**src/rtl/pipeline_hazard_ctrl_pkg.sv**
```systemverilog
// pipeline_hazard_ctrl_pkg: shared state encoding, register index width and counter sizing
package pipeline_hazard_ctrl_pkg;
  localparam int REG_AW = 5;
  typedef enum logic [2:0] {
    INIT   = 3'd0,
    RUN    = 3'd1,
    MULDIV = 3'd2,
    DWAIT  = 3'd3,
    IWAIT  = 3'd4
  } ctrl_state_t;
  function automatic int cnt_w(input int n);
    return (n > 1) ? $clog2(n) : 1;
  endfunction
endpackage

```
**src/rtl/pipeline_hazard_ctrl_if.sv**
```systemverilog
// pipeline_hazard_ctrl_if: hazard inputs from the pipe and stall/flush controls back to it
interface pipeline_hazard_ctrl_if
  import pipeline_hazard_ctrl_pkg::*;
#(parameter int AW = REG_AW);
  logic [AW-1:0] id_rs1;
  logic [AW-1:0] id_rs2;
  logic          id_use_rs1;
  logic          id_use_rs2;
  logic [AW-1:0] ex_rd;
  logic          ex_is_load;
  logic          ex_redirect;
  logic          ex_muldiv_start;
  logic          imem_ready;
  logic          dmem_busy;
  logic          pc_we;
  logic          if_id_stall;
  logic          if_id_flush;
  logic          id_ex_bubble;
  logic          ex_hold;
  logic [2:0]    ctrl_state;
  modport master (
    output id_rs1, id_rs2, id_use_rs1, id_use_rs2, ex_rd, ex_is_load,
           ex_redirect, ex_muldiv_start, imem_ready, dmem_busy,
    input  pc_we, if_id_stall, if_id_flush, id_ex_bubble, ex_hold, ctrl_state
  );
  modport slave (
    input  id_rs1, id_rs2, id_use_rs1, id_use_rs2, ex_rd, ex_is_load,
           ex_redirect, ex_muldiv_start, imem_ready, dmem_busy,
    output pc_we, if_id_stall, if_id_flush, id_ex_bubble, ex_hold, ctrl_state
  );
endinterface

```
**src/rtl/pipeline_hazard_ctrl_hazard_detect.sv**
```systemverilog
// hazard_detect: load-use compare between the EX load destination and the ID sources
module hazard_detect
  import pipeline_hazard_ctrl_pkg::*;
(
  input  logic [REG_AW-1:0] id_rs1,
  input  logic [REG_AW-1:0] id_rs2,
  input  logic              id_use_rs1,
  input  logic              id_use_rs2,
  input  logic [REG_AW-1:0] ex_rd,
  input  logic              ex_is_load,
  output logic              load_use
);
  assign load_use = ex_is_load && ex_rd != '0 &&
                    ((id_use_rs1 && id_rs1 == ex_rd) || (id_use_rs2 && id_rs2 == ex_rd));
endmodule

```
**src/rtl/pipeline_hazard_ctrl.sv**
```systemverilog
// pipeline_hazard_ctrl: stall/flush sequencer for load-use, redirect, mul/div and memory waits
module pipeline_hazard_ctrl
  import pipeline_hazard_ctrl_pkg::*;
#(parameter int MULDIV_CYCLES = 4)
(
  input logic                  clk,
  input logic                  reset,
  pipeline_hazard_ctrl_if.slave hif
);
  localparam int CW = cnt_w(MULDIV_CYCLES);
  ctrl_state_t st, st_n;
  logic [CW-1:0] cnt, cnt_n;
  logic pend, pend_n, load_use, redir;
  logic pc_we, stall, flush, bubble, hold;
  hazard_detect u_hd (
    .id_rs1     (hif.id_rs1),
    .id_rs2     (hif.id_rs2),
    .id_use_rs1 (hif.id_use_rs1),
    .id_use_rs2 (hif.id_use_rs2),
    .ex_rd      (hif.ex_rd),
    .ex_is_load (hif.ex_is_load),
    .load_use   (load_use)
  );
  // a redirect deferred by a data-memory freeze is replayed on the release cycle
  assign redir = hif.ex_redirect || pend;
  // priority-ordered hazard resolution; DWAIT release re-enters the RUN rules with dmem idle
  always_comb begin
    st_n   = st;
    cnt_n  = cnt;
    pend_n = pend;
    pc_we  = 1'b0;
    stall  = 1'b0;
    flush  = 1'b0;
    bubble = 1'b0;
    hold   = 1'b0;
    case (st)
      INIT: begin
        flush  = 1'b1;
        bubble = 1'b1;
        st_n   = RUN;
      end
      MULDIV: begin
        stall = 1'b1;
        hold  = 1'b1;
        st_n  = (cnt == '0) ? RUN : MULDIV;
        cnt_n = (cnt == '0) ? '0 : cnt - 1'b1;
      end
      IWAIT: begin
        pc_we = hif.ex_redirect || hif.imem_ready;
        flush = hif.ex_redirect || !hif.imem_ready;
        st_n  = (hif.ex_redirect || hif.imem_ready) ? RUN : IWAIT;
      end
      default: begin
        if (hif.dmem_busy) begin
          stall  = 1'b1;
          hold   = 1'b1;
          st_n   = DWAIT;
          pend_n = pend || hif.ex_redirect;
        end else if (redir) begin
          pc_we  = 1'b1;
          flush  = 1'b1;
          bubble = 1'b1;
          st_n   = RUN;
          pend_n = 1'b0;
        end else if (hif.ex_muldiv_start && MULDIV_CYCLES > 1) begin
          stall = 1'b1;
          hold  = 1'b1;
          cnt_n = CW'(MULDIV_CYCLES - 2);
          st_n  = MULDIV;
        end else if (load_use) begin
          stall  = 1'b1;
          bubble = 1'b1;
          st_n   = RUN;
        end else if (!hif.imem_ready) begin
          flush = 1'b1;
          st_n  = IWAIT;
        end else begin
          pc_we = 1'b1;
          st_n  = RUN;
        end
      end
    endcase
  end
  // only state, mul/div countdown and the pending redirect are registered
  always_ff @(posedge clk or posedge reset) begin
    if (reset) begin
      st   <= INIT;
      cnt  <= '0;
      pend <= 1'b0;
    end else begin
      st   <= st_n;
      cnt  <= cnt_n;
      pend <= pend_n;
    end
  end
  assign hif.pc_we        = pc_we;
  assign hif.if_id_stall  = stall;
  assign hif.if_id_flush  = flush;
  assign hif.id_ex_bubble = bubble;
  assign hif.ex_hold      = hold;
  assign hif.ctrl_state   = st;
endmodule
```
**src/flat_wrapper.sv**
```systemverilog
// flat-port wrapper written by rule: the top's interface ports become plain ports
module pipeline_hazard_ctrl_flat import pipeline_hazard_ctrl_pkg::*;
#(parameter int MULDIV_CYCLES = 4)
  (clk, reset, hif_id_rs1, hif_id_rs2, hif_id_use_rs1, hif_id_use_rs2, hif_ex_rd, hif_ex_is_load, hif_ex_redirect, hif_ex_muldiv_start, hif_imem_ready, hif_dmem_busy, hif_pc_we, hif_if_id_stall, hif_if_id_flush, hif_id_ex_bubble, hif_ex_hold, hif_ctrl_state);
  pipeline_hazard_ctrl_if hif_i ();
  input logic clk;
  input logic reset;
  input wire logic [$bits(hif_i.id_rs1)-1:0] hif_id_rs1;
  input wire logic [$bits(hif_i.id_rs2)-1:0] hif_id_rs2;
  input wire logic [$bits(hif_i.id_use_rs1)-1:0] hif_id_use_rs1;
  input wire logic [$bits(hif_i.id_use_rs2)-1:0] hif_id_use_rs2;
  input wire logic [$bits(hif_i.ex_rd)-1:0] hif_ex_rd;
  input wire logic [$bits(hif_i.ex_is_load)-1:0] hif_ex_is_load;
  input wire logic [$bits(hif_i.ex_redirect)-1:0] hif_ex_redirect;
  input wire logic [$bits(hif_i.ex_muldiv_start)-1:0] hif_ex_muldiv_start;
  input wire logic [$bits(hif_i.imem_ready)-1:0] hif_imem_ready;
  input wire logic [$bits(hif_i.dmem_busy)-1:0] hif_dmem_busy;
  output wire logic [$bits(hif_i.pc_we)-1:0] hif_pc_we;
  output wire logic [$bits(hif_i.if_id_stall)-1:0] hif_if_id_stall;
  output wire logic [$bits(hif_i.if_id_flush)-1:0] hif_if_id_flush;
  output wire logic [$bits(hif_i.id_ex_bubble)-1:0] hif_id_ex_bubble;
  output wire logic [$bits(hif_i.ex_hold)-1:0] hif_ex_hold;
  output wire logic [$bits(hif_i.ctrl_state)-1:0] hif_ctrl_state;
  assign hif_i.id_rs1 = hif_id_rs1;
  assign hif_i.id_rs2 = hif_id_rs2;
  assign hif_i.id_use_rs1 = hif_id_use_rs1;
  assign hif_i.id_use_rs2 = hif_id_use_rs2;
  assign hif_i.ex_rd = hif_ex_rd;
  assign hif_i.ex_is_load = hif_ex_is_load;
  assign hif_i.ex_redirect = hif_ex_redirect;
  assign hif_i.ex_muldiv_start = hif_ex_muldiv_start;
  assign hif_i.imem_ready = hif_imem_ready;
  assign hif_i.dmem_busy = hif_dmem_busy;
  assign hif_pc_we = hif_i.pc_we;
  assign hif_if_id_stall = hif_i.if_id_stall;
  assign hif_if_id_flush = hif_i.if_id_flush;
  assign hif_id_ex_bubble = hif_i.id_ex_bubble;
  assign hif_ex_hold = hif_i.ex_hold;
  assign hif_ctrl_state = hif_i.ctrl_state;
  pipeline_hazard_ctrl #(.MULDIV_CYCLES(MULDIV_CYCLES)) u_core (.clk(clk), .reset(reset), .hif(hif_i));
endmodule
```
**config.mk**
```make
export PLATFORM = sky130hd
export DESIGN_NAME = pipeline_hazard_ctrl_flat
export DESIGN_NICKNAME = d
export VERILOG_FILES = /design/src/rtl/pipeline_hazard_ctrl_pkg.sv /design/src/rtl/pipeline_hazard_ctrl_if.sv /design/src/rtl/pipeline_hazard_ctrl_hazard_detect.sv /design/src/rtl/pipeline_hazard_ctrl.sv /design/src/flat_wrapper.sv
export SDC_FILE = /design/constraint.sdc
export NUM_CORES = 1
export LEC_CHECK = 0
export ABC_AREA = 0
export BUFFER_PORTS_ARGS = -buffer_cell sky130_fd_sc_hd__buf_2
export CAP_MARGIN = 40
export CORE_UTILIZATION = 43
export DETAILED_ROUTE_END_ITERATION = 6
export PLACE_DENSITY = 0.77
export SYNTH_ARGS = -nofsm -noshare
export SYNTH_HDL_FRONTEND = slang
export SYNTH_SLANG_ARGS = --single-unit
```
**constraint.sdc**
```tcl
create_clock -name clk -period 1.9 [get_ports clk]
set_input_delay 0.095 -clock clk [delete_from_list [all_inputs] [get_ports clk]]
set_output_delay 0.095 -clock clk [all_outputs]
set_load 0.02 [all_outputs]
```
==> results of run 1 <==
layout make-up:
class                   instances  area [sq um]
inverters                       2          7.51
well taps                      15          18.8
flip-flops and latches          6           150
multi-input cells              67           448
repair buffers                 32           165
clock buffers                   3          22.5
fillers                       115           505
flip-flops by register name, indices dropped and copies added (netlist names):
name and count:
u_core.cnt 2, u_core.pend 1, u_core.hif.ctrl_state 3
power by group:
| part | switching (mW) | total [mW] | internal (mW) |
|---|---|---|---|
| Sequential | 0.0829 | 0.262 | 0.179 |
| Clock | 0.0384 | 0.109 | 0.0709 |
| Combinational | 0.300 | 0.517 | 0.217 |
| Total | 0.421 | 0.888 | 0.467 |
through the flow:
stage	setup WS, ns	hold slack, ns	instances	util [%]
after floorplan	0.372	-0.114	77	-
after global placement	0.433	0.00818	121	59.0
after detailed placement	0.382	0.00670	121	59.0
after CTS	0.120	0.191	125	61.4
after global routing	0.0318	0.223	125	61.6
final	0.143	0.210	125	61.6
layout by cell type (no fill, tap or decap), types with 2 or more instances in the layout:
cell type and count:
o31ai_1 2, inv_1 2, a31o_1 2, nand2_1 7, xnor2_1 10, a22oi_1 2, a21oi_1 3, o21ai_1 2
o221ai_1 2, nor2_1 6, dfrtp_1 6, nand4_1 2, nor3_1 2, clkbuf_4 3, buf_2 31, o21ai_0 10
and2_1 2
layer usage:
layer	routed length, microns	share of wire (%)	up-vias
met3	86	5.8	4
met4	23	1.5	0
met2	668	45	30
li1	-	-	359
met1	717	48	327
met5	0	0	-
final timing paths:
kind,startpoint,end,depth (start not counted)
setup / recovery,u_core.hif.ctrl_state[1]$_DFF_PP0_,hif_if_id_flush,6
hold / removal,hif_ex_redirect,u_core.pend$_DFFE_PP0P_,3
setup reg to reg,u_core.pend$_DFFE_PP0P_,u_core.cnt[1]$_DFFE_PP0P_,5
hold reg to reg,u_core.cnt[0]$_DFFE_PP0P_,u_core.cnt[0]$_DFFE_PP0P_,1
max in group asynchronous,reset,u_core.pend$_DFFE_PP0P_,3
min in group asynchronous,reset,u_core.cnt[1]$_DFFE_PP0P_,3
what timing repair did:
item	4_1_cts	5_1_grt
gates resized for setup	0	1
endpoints found under the setup margin	0	2
buffers inserted	0	0
hold endpoints to repair	6	0
hold buffers	1	0
worst max-delay path, delay by kind of cell (launching register included):
| kind | cells | cell delay [ns] |
|---|---|---|
| and+or+nand+nor | 2 | 0.18 |
| AOI/OAI and AO/OA | 3 | 0.62 |
| DFF | 1 | 0.46 |
| buffers and inverters | 1 | 0.15 |
cells by family after synthesis:
family          Yosys count
flops                     6
xor+xnor                 10
simple gates             26
buf+inv                   4
compound gates           31
==> impl_metrics.tcl, run 1 <==
set metrics [dict create \
    critPathMaxStageDelay_ns 0.46 \
    hpwl_mm 1.19 \
    syn-num-nets 101 \
    crit_type "reg -> out" \
    hold_violations 0 \
    first_iter_violations 20 \
    vias_per_cell 5.76 \
    synthCells 77 \
    cts_tree "built" \
    yosysTopAreaCell "dfrtp_1" \
    grt_antenna_before_repair 0 \
    period_needed_ns 1.76 \
    use_met2_pct 27.9 \
    cap_violations 0 \
    gp_congestion 0.749 \
    setup_viol 0 \
    diodes 0 \
    wl_per_cell_microns 12.0 \
    synth_top_family_by_area "compound AO/OA/AOI/OAI gates" \
    synth.distinct_cells 31 \
    die_height_microns 39.7 \
    worstSkewPairLatency_ns 0.23 \
    cp_max_fo 9 \
    met3_usage_pct 0 \
    power_leakage_nw 0.371 \
    drtPass1Iterations 4 \
    critical_path_required_ns 1.80 \
    worstHoldPathType "in -> reg" \
    start_kind "flip-flop" \
    dieArea_sq_mm 0.00158 \
    skew_ns 0.000527 \
    clkSlewWorstSetupHoldPaths_ns 0.04 \
    syn_area_per_cell_sq_um 7.95 \
    syn2layout_area_growth_pct 32.7 \
    slowest_stage "dfrtp_1" \
    yosysWarnings 0 \
    ys_seq_area_share_pct 24.5 \
    gr-max-usage-layer "met2" \
    nNetsFinal 136 \
    grt_use_met1_pct 27.5 \
    grt_overflow_total 0 \
    cp-end-kind "primary output" \
    num_io_pins 32 \
    die_x_microns 39.7 \
    worst_pin_slew_ns 0.320 \
    ys_async_sr_fraction_pct 100 \
    cts_htree_levels 1 \
    grt_usage_pct 19.2 \
    yosys-top-cells-count "o21ai_0, xnor2_1, nand2_1, nor2_1, dfrtp_1" \
    cts_buffer_depth 2 \
    ys_ff_latch 6 \
    grt_pass1_vias 501 \
    rsz0062_at_grt "no" \
    clock.fmax_mhz 569 \
    period_share_pct 92.5 \
    core.rowCount 13 \
    yosysTopAreaCellShare_pct 24.5 \
    total_power_mw 0.888 \
    worstPathArrival_ns 1.66 \
    yosys-top-cells-area "dfrtp_1, xnor2_1, o21ai_0" \
    drc 0 \
    synth-edff-count 0 \
    synth-main-ff-cell "dfrtp_1" \
    place_area_sq_um 777 \
    yosys.area_share.xor_xnor_pct 14.3 \
    floorplan.initialDensity_pct 46.4 \
    port_buffers 31 \
    cp_cell_sequence "a21oi_2 -> nor2_2 -> a22oi_1 -> nand2_1 -> a31o_1 -> buf_2" \
    yosys.area_share.simple_pct 21.5 \
    syn_area_sq_um 612 \
    core-area_sq_mm 0.00132 \
    final_area_sq_um 812 \
    peakVddDrop_mv 0.808 \
    rrSetupSlack_ns 0.43 \
    cts_buffers 3 \
    final_layout_size_suffix_gt1_share_pct 37.3 \
    dr_total_vias 720 \
    ant_nets 0 \
    grt_max_degree 12 \
    synth_fa_ha_area_share_pct 0 \
    cts_root_buf "clkbuf_4" \
    fin_tns_setup_ns 0 \
    wl_mm 1.50 \
    synth-compound-area-share_pct 37.0 \
    grt_pass1_wl_mm 2.01 \
    clkSinkCount 6 \
    status "finished, final reports clean" \
    slew_headroom_pct 78.6 \
    slew_viol_final 0 \
    cellPowerDensity_mw_per_mm2 1090 \
    synthMuxAreaShare_pct 0 \
]
Power figures use the tool's default switching activity.
==> run 2, diff against run 1 <==
--- a/config.mk
+++ b/config.mk
@@ -6,11 +6,13 @@
 export NUM_CORES = 1
 export LEC_CHECK = 0
 export ABC_AREA = 0
-export BUFFER_PORTS_ARGS = -buffer_cell sky130_fd_sc_hd__buf_2
+export BUFFER_PORTS_ARGS = -buffer_cell sky130_fd_sc_hd__clkbuf_2
 export CAP_MARGIN = 40
-export CORE_UTILIZATION = 43
+export CORE_UTILIZATION = 42
 export DETAILED_ROUTE_END_ITERATION = 6
 export PLACE_DENSITY = 0.77
+export SLEW_MARGIN = 20
 export SYNTH_ARGS = -nofsm -noshare
 export SYNTH_HDL_FRONTEND = slang
+export SYNTH_HIERARCHICAL = 1
 export SYNTH_SLANG_ARGS = --single-unit
==> run 2 against run 1 <==
Effect of this change:
- register-to-register slack gained 0.26 ns
- sequential power down 21%
- cell area shrank 4.9%
- critical path depth up 3
- non-clock buffer count is the same
- total power decreased by 36%
- sequential cell count unchanged
- routed wire length grew 1.6%
- maximum frequency fell by 1.8%
- critical endpoint is now hif_pc_we
- area after synthesis fell by 7.2%
- synthesized cell count down 10%
==> impl_metrics.tcl, run 2 <==
set metrics [dict create \
    grt_overflow_total 0 \
    synth.distinct_cells 33 \
    critical_path.top_delay_family "compound AO/OA/AOI/OAI gates" \
    ys_async_sr_fraction_pct 100 \
    cp_cell_sequence "clkbuf_2 -> xor2_1 -> nor4_2 -> nand3_1 -> a21oi_2 -> nor2_1 -> o31ai_1 -> a21oi_1 -> clkbuf_2" \
    final_common_cell "clkbuf_2" \
    worstSkewPairLatency_ns 0.23 \
    wl_mm 1.52 \
    status "finished, final reports clean" \
    power_leakage_nw 0.357 \
    period_needed_ns 1.79 \
    drtPass1Iterations 4 \
    grt_max_degree 10 \
    whs_path_depth 3 \
    ys_seq_area_share_pct 26.4 \
    hold_violations 0 \
    grt_pass1_vias 578 \
    cts_tree "built" \
    seqPwrFrac_pct 36.0 \
    place_area_sq_um 736 \
    port_buffers 31 \
    yosysWarnings 6 \
    syn_area_per_cell_sq_um 8.23 \
    cts_buffers 3 \
    skew_ns 0.00221 \
    syn2layout_area_growth_pct 35.9 \
    slew_viol_final 0 \
    syn_area_sq_um 568 \
    worstPathArrival_ns 1.69 \
    critical_path_required_ns 1.80 \
    drc 0 \
    synth-main-ff-cell "dfrtp_1" \
    yosys-top-cells-count "a21oi_1, xor2_1, nor2_1" \
    final_area_sq_um 772 \
    fin_tns_setup_ns 0 \
    core-area_sq_mm 0.00119 \
    rsz0062_at_grt "no" \
    ant_nets 0 \
    final_cell_mix "clkbuf_2, xor2_1, a21oi_1, nor2_1, dfrtp_1" \
    first_iter_violations 8 \
    slew_headroom_pct 71.9 \
    grt_antenna_before_repair 0 \
    yosysTopAreaCell "dfrtp_1" \
    final_cells 117 \
    clkSinkCount 6 \
    dr_total_vias 651 \
    swShare_pct 39.6 \
    clkPwrFrac_pct 19.2 \
    p_int_mw 0.345 \
    worst_pin_slew_ns 0.415 \
    period_share_pct 94.2 \
    cp-end-kind "primary output" \
    diodes 0 \
    yosys-top-cells-area "dfrtp_1, xor2_1, a21oi_1" \
    synth-edff-count 0 \
    syn-num-nets 93 \
    critPathMaxStageDelay_ns 0.30 \
    crit_top_cell "clkbuf_2" \
    largest_reg_flops 3 \
    gp_congestion 0.804 \
    post_cts_buffers 0 \
    critical_path_depth 9 \
    worstHoldPathType "in -> reg" \
    synthCells 69 \
    cts_htree_levels 1 \
    clock.fmax_mhz 559 \
    final_layout_size_suffix_gt1_share_pct 40.8 \
    wl_per_cell_microns 13.0 \
    start_kind "input pin" \
    core.rowCount 12 \
    ys_ff_latch 6 \
    cts_buffer_depth 2 \
    crit_type "in -> out" \
    startpoint "hif_ex_rd[0]" \
    setup_viol 0 \
    cp_max_fo 5 \
    cts_root_buf "clkbuf_4" \
    hpwl_mm 1.25 \
    dpl_worst_slack_ns 0.111 \
    clkSlewWorstSetupHoldPaths_ns 0.04 \
    fillers 106 \
    p_comb_share_pct 44.7 \
    die_height_microns 38.8 \
    worstHoldStart "hif_ex_redirect" \
    post-route-util_pct 65.1 \
    total_power_mw 0.572 \
    grt_pass1_wl_mm 2.37 \
    dieArea_sq_mm 0.00150 \
    slowest_stage "nor4_2" \
    peakVddDrop_mv 0.567 \
    cap_violations 0 \
    r2r_cells 3 \
    cellPowerDensity_mw_per_mm2 741 \
    nNetsFinal 129 \
    setup_ws_ns 0.110 \
    power.switching_mw 0.227 \
    num_io_pins 32 \
    yosysTopAreaCellShare_pct 26.4 \
    hold_slack_ns 0.200 \
    r2r_start "u_core/hif.ctrl_state[1]$_DFF_PP0_" \
    dp.cells 113 \
    floorplan.initialDensity_pct 47.9 \
    vias_per_cell 5.56 \
    die_x_microns 38.8 \
    cp.buffers_inverters 2 \
    grt_usage_pct 22.6 \
]
-- run 2: changes by cell type after synthesis, moves of 5 or more --
cell	delta
a21oi_1	+5
o21ai_0	-8
xnor2_1	-8
xor2_1	+8
nand2_1	-6
-- run 2: cell type report --
type | instances | area, sq um | area share [%]
well taps | 14 | 17.5 | 2.27
inverters | 3 | 11.3 | 1.46
flip-flops and latches | 6 | 150 | 19.4
multi-input cells | 59 | 405 | 52.5
repair buffers | 32 | 165 | 21.4
clock buffers | 3 | 22.5 | 2.92
-- run 2: worst paths after layout --
kind,to,slack (ns)
max,hif_pc_we,0.11
min,u_core/hif.ctrl_state[2]$_DFF_PP0_,0.20
max reg2reg,u_core/hif.ctrl_state[0]$_DFF_PP0_,0.69
min reg2reg,u_core/cnt[1]$_DFFE_PP0P_,0.55
max in group asynchronous,u_core/pend$_DFFE_PP0P_,1.41
min in group asynchronous,u_core/cnt[0]$_DFFE_PP0P_,0.30
-- run 2: repair_timing --
item / CTS / global route
endpoints found under the hold margin: 6 / 0
gates resized for setup: 0 / 1
hold buffers: 1 / 0
setup endpoints to repair: 0 / 1
-- run 2: power groups by stage --
stage	clock network [mW]	registers, mW	logic [mW]
floorplan	0	0.202	0.167
global placement	0	0.205	0.249
detailed placement	0	0.207	0.253
CTS	0.118	0.206	0.255
global route	0.126	0.214	0.280
finish	0.110	0.206	0.256
-- run 2: cells by family (layout without fill, tap and decap cells) --
kind of cell | count (synthesis) | count (layout) | share of synthesized area (%)
flops | 6 | 6 | 26.4
compound gates | 23 | 23 | 26.2
xor+xnor | 10 | 10 | 15.4
buf+inv | 4 | 38 | 2.86
simple gates | 26 | 26 | 29.1
-- run 2: worst min-delay path, stage by stage --
cell      delay [ns]
clkbuf_2        0.13
nor2_1          0.07
o21a_1          0.10
-- run 2: routing by layer --
| layer | GRT usage (%) | part of all wire, % | vias to the layer above |
|---|---|---|---|
| met5 | 0 | 0 | - |
| li1 | - | - | 325 |
| met4 | 5.17 | 0 | 0 |
| met2 | 39.6 | 52 | 22 |
| met1 | 28.8 | 43 | 304 |
| met3 | 3.47 | 4.9 | 0 |
==> run 3, diff against run 2 <==
--- a/config.mk
+++ b/config.mk
@@ -8,9 +8,9 @@
 export ABC_AREA = 0
 export BUFFER_PORTS_ARGS = -buffer_cell sky130_fd_sc_hd__clkbuf_2
 export CAP_MARGIN = 40
-export CORE_UTILIZATION = 42
+export CORE_UTILIZATION = 35
 export DETAILED_ROUTE_END_ITERATION = 6
-export PLACE_DENSITY = 0.77
+export PLACE_DENSITY = 0.66
 export SLEW_MARGIN = 20
 export SYNTH_ARGS = -nofsm -noshare
 export SYNTH_HDL_FRONTEND = slang
==> run 3 against run 2 <==
Effect of this change:
- total power down 0.41%
- sequential share of layout area about the same
- largest power group unchanged
- combinational power down 2%
- utilization down 14 points
- clock-buffer cell count unchanged
- highest routed layer unchanged
- via count down 2.2%
- non-clock buffer count unchanged
- first-iteration DRC count up 88%
- cell count up 1.7%
- worst hold slack worse by 0.0013 ns
==> impl_metrics.tcl, run 3 (synthesis results as in run 2) <==
set metrics [dict create \
    power.switching_mw 0.224 \
    final_common_cell "clkbuf_2" \
    hold_end "u_core/hif.ctrl_state[2]$_DFF_PP0_" \
    setup_ws_ns 0.167 \
    fin_tns_setup_ns 0 \
    grt_pass1_wl_mm 2.27 \
    clkSinkCount 6 \
    core-area_sq_mm 0.00151 \
    skew_ns 0.00203 \
    total_power_mw 0.569 \
    ant_nets 0 \
    post_cts_buffers 0 \
    die_x_microns 42.3 \
    worstSkewPairLatency_ns 0.24 \
    nNetsFinal 129 \
    cts_htree_levels 1 \
    wl_mm 1.41 \
    cts_buffers 3 \
    r2r_end "u_core/hif.ctrl_state[0]$_DFF_PP0_" \
    swShare_pct 39.4 \
    rrSetupSlack_ns 0.69 \
    rsz0062_at_grt "no" \
    worst_pin_slew_ns 0.382 \
    largest_reg_flops 3 \
    fillers 160 \
    cp-end-kind "primary output" \
    gp_congestion 0.810 \
    postCtsHoldBufs 1 \
    r2r_cells 3 \
    drtPass1Iterations 4 \
    first_iter_violations 15 \
    cts_resized 0 \
    hold_violations 0 \
    cts_root_buf "clkbuf_4" \
    dr_total_vias 637 \
    clkSlewWorstSetupHoldPaths_ns 0.04 \
    diodes 0 \
    grt_antenna_before_repair 0 \
    peakVddDrop_mv 0.566 \
    final_cell_mix "clkbuf_2, a21oi_1, xor2_1, nor2_1, dfrtp_1" \
    setup_viol 0 \
    critPathMaxStageDelay_ns 0.31 \
    whs_path_depth 3 \
    grt_overflow_total 0 \
    r2r_start "u_core/hif.ctrl_state[1]$_DFF_PP0_" \
    core.rowCount 14 \
    power_leakage_nw 0.357 \
    cap_violations 0 \
    dieArea_sq_mm 0.00179 \
    cp_max_fo 5 \
    grt_pass1_vias 556 \
    seqPwrFrac_pct 36.0 \
    slew_headroom_pct 74.2 \
    hpwl_mm 1.16 \
    grt_usage_pct 16.0 \
    start_kind "input pin" \
    crit_type "in -> out" \
    port_buffers 31 \
    p_comb_share_pct 44.2 \
    cts_tree "built" \
    clkPwrFrac_pct 19.8 \
    worstPathArrival_ns 1.64 \
    final_layout_size_suffix_gt1_share_pct 39.8 \
    drc 0 \
    dpl_worst_slack_ns 0.193 \
    slew_viol_final 0 \
    floorplan.initialDensity_pct 37.7 \
    grt_max_degree 10 \
    cts_buffer_depth 2 \
    clock.fmax_mhz 577 \
    wl_per_cell_microns 11.9 \
    status "finished, final reports clean" \
    worstHoldPathType "in -> reg" \
    period_needed_ns 1.73 \
    cp_cell_sequence "clkbuf_2 -> xor2_1 -> nor4_2 -> nand3_1 -> a21oi_1 -> nor2_1 -> o31ai_1 -> a21oi_1 -> clkbuf_2" \
    syn2layout_area_growth_pct 35.7 \
    vias_per_cell 5.35 \
    num_io_pins 32 \
    period_share_pct 91.2 \
    slowest_stage "a21oi_1" \
    cellPowerDensity_mw_per_mm2 739 \
    worstHoldStart "hif_imem_ready" \
    die_height_microns 42.3 \
    critical_path_required_ns 1.80 \
    p_int_mw 0.345 \
]
run 3: changes by cell type in the layout (fill, tap and decap cells not counted):
| cell | previous run | this run |
|---|---|---|
| a21oi_1 | 7 | 8 |
| a21oi_2 | 2 | 1 |
run 3: final cells by class:
type / count / area (sq um) / share of cell area (%)
multi-input cells: 59 / 402 / 52.1
clock buffers: 3 / 22.5 / 2.92
flip-flops and latches: 6 / 150 / 19.5
well taps: 16 / 20.0 / 2.60
inverters: 3 / 11.3 / 1.46
repair buffers: 32 / 165 / 21.4
run 3: power groups by stage:
stage	logic, mW	registers [mW]	clock network [mW]
4_1_cts	0.253	0.205	0.117
6_report	0.252	0.205	0.113
3_5_place_dp	0.250	0.207	0
5_1_grt	0.275	0.211	0.125
2_1_floorplan	0.167	0.202	0
3_3_place_gp	0.249	0.205	0
run 3: worst max path at each step:
stage | depth (start not counted) | start | slack [ns] | end
final | 9 | hif_ex_rd[0] | 0.17 | hif_pc_we
after global routing | 9 | hif_ex_rd[1] | 0.006 | hif_pc_we
after CTS | 9 | hif_ex_rd[0] | 0.18 | hif_pc_we
after detailed placement | 9 | hif_ex_rd[0] | 0.19 | hif_pc_we
after global placement | 9 | hif_ex_rd[0] | 0.18 | hif_pc_we
after floorplan | 6 | hif_ex_rd[0] | 0.42 | hif_if_id_stall
run 3: metrics by stage:
step                instances  cell area (sq um)  hold slack [ns]  util (%)
floorplan                  69                568           -0.114         -
global placement          115                738         -0.00367      49.0
detailed placement        115                738         -0.00114      49.0
CTS                       119                771            0.194      51.2
global route              119                771            0.214      51.2
finish                    119                771            0.199      51.2
run 3: worst max-delay path, delay by kind of cell:
kind / cells / cell delay, ns
AND/OR/NAND/NOR: 3 / 0.45
AO/OA/AOI/OAI: 3 / 0.63
XOR/XNOR: 1 / 0.17
buffers and inverters: 2 / 0.28
run 3: layer usage:
metal,GRT usage [%],vias to the layer above,share of wire [%]
li1,-,325,-
met1,21.7,285,45
met2,25.8,27,47
met3,3.88,0,7.9
met4,3.75,0,0
met5,0,-,0
